$ cat config.mk
export PLATFORM = sky130hd
export DESIGN_NAME = viterbi_decoder
export DESIGN_NICKNAME = d
export VERILOG_FILES = /design/src/rtl/viterbi_decoder.sv
export SDC_FILE = /design/constraint.sdc
export NUM_CORES = 1
export LEC_CHECK = 0
export BUFFER_PORTS_ARGS = -buffer_cell sky130_fd_sc_hd__buf_4
export CORE_ASPECT_RATIO = 0.75
export CORE_UTILIZATION = 50
export DETAILED_ROUTE_END_ITERATION = 8
export GPL_TIMING_DRIVEN = 0
export PLACE_DENSITY_LB_ADDON = 0.1
export SYNTH_ARGS = -nofsm -noshare
export SYNTH_HDL_FRONTEND = slang
export SYNTH_SLANG_ARGS = --single-unit
$ cat constraint.sdc
create_clock -name Clock -period 47.3 [get_ports Clock]
set_input_delay 4.73 -clock Clock [delete_from_list [all_inputs] [get_ports Clock]]
set_output_delay 4.73 -clock Clock [all_outputs]
set_load 0.1 [all_outputs]
$ cat src/rtl/viterbi_decoder.sv
// rtl/viterbi_decoder.sv - hard-decision K=3 rate-1/2 (7,5) Viterbi decoder, optional VITDEC_ERRCNT_EN error counter
module viterbi_decoder #(
    parameter int TB_DEPTH = 15,
    parameter int PM_W     = 5
) (
    input  logic        Clock,
    input  logic        reset,
    input  logic        in,
    output logic        out,
    output logic        out_valid
`ifdef VITDEC_ERRCNT_EN
    ,
    output logic [15:0] err_cnt
`endif
);

    localparam int CNT_W = $clog2(TB_DEPTH);
    localparam logic [PM_W-1:0] PM_MAX  = '1;
    localparam logic [PM_W-1:0] PM_INIT = (PM_W > 2) ? PM_W'(4) : PM_MAX;
    localparam logic [CNT_W-1:0] CNT_LAST = CNT_W'(TB_DEPTH - 1);

    logic                phase;
    logic                r0;
    logic [CNT_W-1:0]    cnt;
    logic [PM_W-1:0]     pm    [4];
    logic [TB_DEPTH-1:0] sp    [4];
    logic [PM_W-1:0]     pm_nx [4];
    logic [TB_DEPTH-1:0] sp_nx [4];
    logic [PM_W:0]       raw   [4];
    logic [1:0]          bm_ch [4];
    logic [PM_W:0]       mn;
    logic [PM_W:0]       diff;
    logic [1:0]          best;

    // Hamming distance between the received pair and the branch label of pred -> {u,pred[1]}
    function automatic logic [1:0] branch_metric(input logic [1:0] pred, input logic u,
                                                 input logic a, input logic b);
        logic g0, g1;
        g0 = u ^ pred[1] ^ pred[0];
        g1 = u ^ pred[0];
        return {1'b0, a ^ g0} + {1'b0, b ^ g1};
    endfunction

    always_comb begin
        mn   = '0;
        diff = '0;
        best = 2'd0;
        for (int n = 0; n < 4; n++) begin
            logic [1:0]    nn, p0, p1, b0, b1;
            logic [PM_W:0] c0, c1;
            nn = 2'(n);
            p0 = {nn[0], 1'b0};
            p1 = {nn[0], 1'b1};
            b0 = branch_metric(p0, nn[1], r0, in);
            b1 = branch_metric(p1, nn[1], r0, in);
            c0 = {1'b0, pm[p0]} + (PM_W+1)'(b0);
            c1 = {1'b0, pm[p1]} + (PM_W+1)'(b1);
            if (c1 < c0) begin
                raw[n]   = c1;
                bm_ch[n] = b1;
                sp_nx[n] = {sp[p1][TB_DEPTH-2:0], nn[1]};
            end else begin
                raw[n]   = c0;
                bm_ch[n] = b0;
                sp_nx[n] = {sp[p0][TB_DEPTH-2:0], nn[1]};
            end
        end
        mn = raw[0];
        for (int n = 1; n < 4; n++)
            if (raw[n] < mn) mn = raw[n];
        for (int n = 0; n < 4; n++) begin
            diff     = raw[n] - mn;
            pm_nx[n] = (diff > {1'b0, PM_MAX}) ? PM_MAX : diff[PM_W-1:0];
        end
        for (int n = 1; n < 4; n++)
            if (pm_nx[n] < pm_nx[best]) best = 2'(n);
    end

    always_ff @(posedge Clock) begin
        if (!reset) begin
            phase     <= 1'b0;
            r0        <= 1'b0;
            cnt       <= '0;
            out       <= 1'b0;
            out_valid <= 1'b0;
            pm[0]     <= '0;
            for (int n = 1; n < 4; n++) pm[n] <= PM_INIT;
            for (int n = 0; n < 4; n++) sp[n] <= '0;
        end else begin
            phase <= ~phase;
            if (!phase) begin
                r0 <= in;
            end else begin
                pm  <= pm_nx;
                sp  <= sp_nx;
                out <= sp_nx[best][TB_DEPTH-1];
                if (cnt == CNT_LAST) out_valid <= 1'b1;
                else                 cnt <= cnt + 1'b1;
            end
        end
    end

`ifdef VITDEC_ERRCNT_EN
    always_ff @(posedge Clock) begin
        if (!reset)
            err_cnt <= '0;
        else if (phase && bm_ch[best] != 2'd0 && err_cnt != 16'hFFFF)
            err_cnt <= err_cnt + 16'd1;
    end
`endif

endmodule

==> qor.txt <==
Worst EP arrival = 21.22 ns
Largest net degree at the start of global routing = 13
First-pass GRT wire length = 35.6 mm
H-Tree Depth = 3
CP Launch Point = in
Routed wire length = 22.5 mm
ANT nets after route = 0
Clk root buf = clkbuf_16
Min-delay src = sp[31]
Vias after detailed routing = 7257
Multi-input logic area = 0.00576 mm2
Initial antenna violation count = 0
Yosys warning count = 0
CP max FO = 10
Grt ovf = 0
CP required = 47.55 ns
M1 WL = 11.8 mm
Clock slew at reported path FFs = 0.06 ns
Top cells by area, synth = dfxtp_1 (20%), ha_1 (11%), mux2i_1 (7.2%)
Reg area = 0.00158 mm2
Post-CTS Resized = 0
R2R depth = 66
Worst r2r src = r0
Status = finished, final reports clean
Core area = 0.0152 mm2
CTS buffer count = 9
Crit Reg-Reg Endpoint = out
Hold endpoint = sp[31]
Wire per inst = 18.8 um
Initial DRC count = 581
Residual DRC = 0
Synth-to-Final Area Change = 8.08%
Fmax = 47.7 MHz
Reg-to-reg slack, setup = 30.21 ns
Fill cells = 1488
Synth Instances = 970
Fin crit share = 0.443
Cell area after synthesis = 0.00776 mm2
GPL Wtd Cong = 0.927
Tightest Pin Transition = 1.06 ns
Cell mode on critical path = ha_1
Hold_buf cts = 0
Met2 wire length = 8.74 mm
Drt pass-1 iters = 5
Count leader, synth = nor2_1
DP Wirelength = 17.7 mm
TritonCTS clock tree = done
Setup violations, final = 0
Die Y = 110 um
Register area share after synthesis = 0.204
Die width = 146 um
Setup TNS = 0 ns
Final min period = 20.98 ns
Starting Density = 0.511
Nets = 1056
Clock latency on the worst-skew pair = 0.34 ns
CP max stage delay = 0.69 ns
Tot GR Track Use = 0.286
Ys async rst share = 0
Top cell type's share of synthesized area = 0.204
Critical path's slowest cell = or4b_2
# IOs = 5
Yosys cell types = 95
MaxCap Viol Count = 0
Clock Sinks = 79
Vias in the first global route = 6520
Vias/cell = 6.07
Die area = 0.0160 mm2
Top Metal Used = met4
Met3 WL = 1.59 mm
Hold crit path type = register to register
Critical path class = input pin to register
Post-synth top cells = nor2_1 (125), nand2_1 (85), dfxtp_1 (79), ha_1 (68), mux2i_1 (56)
IO buf count = 4
Yosys top cell by area = dfxtp_1
Ant. Diodes = 0
Synth Area per Inst = 8.00 um2
Post-CTS setup buffers = 0
Main synth FF type = dfxtp_1
Final hold vios = 0
Row count = 39
#FFs+latches synth = 79
Startpoint types = input pin
Worst slew margin = 0.274
Max Transition Viols Final = 0
Worst setup EP type = register
Hold path cells = 2
Unrepaired setup endpoints after global routing = no
Syn nets = 1041
Worst Clk Skew = 0.00282 ns
Clock Path Buffers = 2
Number of flops mapped to enable cells by yosys = 0
Share of cells above drive strength 1 = 0.0960
## area by class of cell
| class | instances | share of cell area |
|---|---|---|
| multi-input combinational | 792 | 0.687 |
| inverter | 52 | 0.0233 |
| sequential | 79 | 0.189 |
| tap | 205 | 0.0306 |
| buffer | 47 | 0.0264 |
| timing repair buffer | 4 | 0.00358 |
| clock inverter | 3 | 0.0107 |
| clock buffer | 13 | 0.0298 |
## logic make-up (layout without fill, tap and decap cells)
family | count (synthesis) | count (layout) | synth area share
AOI/OAI and AO/OA | 291 | 291 | 0.292
muxes | 65 | 65 | 0.0858
adders and majority gates | 74 | 74 | 0.118
buffers and inverters | 99 | 119 | 0.0537
DFF | 79 | 79 | 0.204
and+or+nand+nor | 302 | 302 | 0.177
xor gates and xnor gates | 60 | 60 | 0.0696
## flip-flops by register name, summed over array words and instances (netlist names)
register / count
out: 1
sp: 51
r0: 1
pm: 20
out_valid: 1
phase: 1
cnt: 4
## worst max path at each step
stage | endpoint | slack (ns)
floorplan | out | 28.78
global placement | out | 26.46
detailed placement | out | 26.37
CTS | out | 26.66
global route | out | 25.24
finish | out | 26.32
## critical path: cells and delay by family
| family | cells | cell delay, ns |
|---|---|---|
| AO/OA/AOI/OAI | 30 | 6.72 |
| adder cells (fa/ha/maj) | 13 | 4.06 |
| multiplexers | 6 | 2.18 |
| AND/OR/NAND/NOR | 7 | 1.71 |
| buffers and inverters | 9 | 1.35 |
| XOR/XNOR | 2 | 0.43 |
## routing by layer
metal | up-vias | global-route usage
met1 | 3389 | 0.442
li1 | 3595 | -
met2 | 254 | 0.403
met4 | 0 | 0.0549
met5 | - | 0
met3 | 19 | 0.0502
## cell usage in the layout, fill, tap and decap left out, types with 27 or more instances in the layout
cell,count
ha_1,68
nand2_1,85
xnor2_1,39
a21oi_1,43
a211oi_1,48
o21ai_0,33
clkbuf_1,29
nor2_1,125
mux2i_1,56
inv_1,47
a21o_1,27
dfxtp_1,79
## per-stage QoR
stage          hold slack, ns  cells  cell area (um2)  setup WS [ns]   util
2_1_floorplan           0.435    970             7760          28.78      -
3_3_place_gp            0.449   1179             8050          26.46  0.530
3_5_place_dp            0.463   1179             8050          26.37  0.530
4_1_cts                 0.472   1195             8390          26.66  0.553
5_1_grt                 0.495   1195             8390          25.24  0.553
6_report                0.470   1195             8390          26.32  0.553
Power is not shown: default switching activity piles up to over one toggle a cycle in this logic, so the estimate is an artifact.
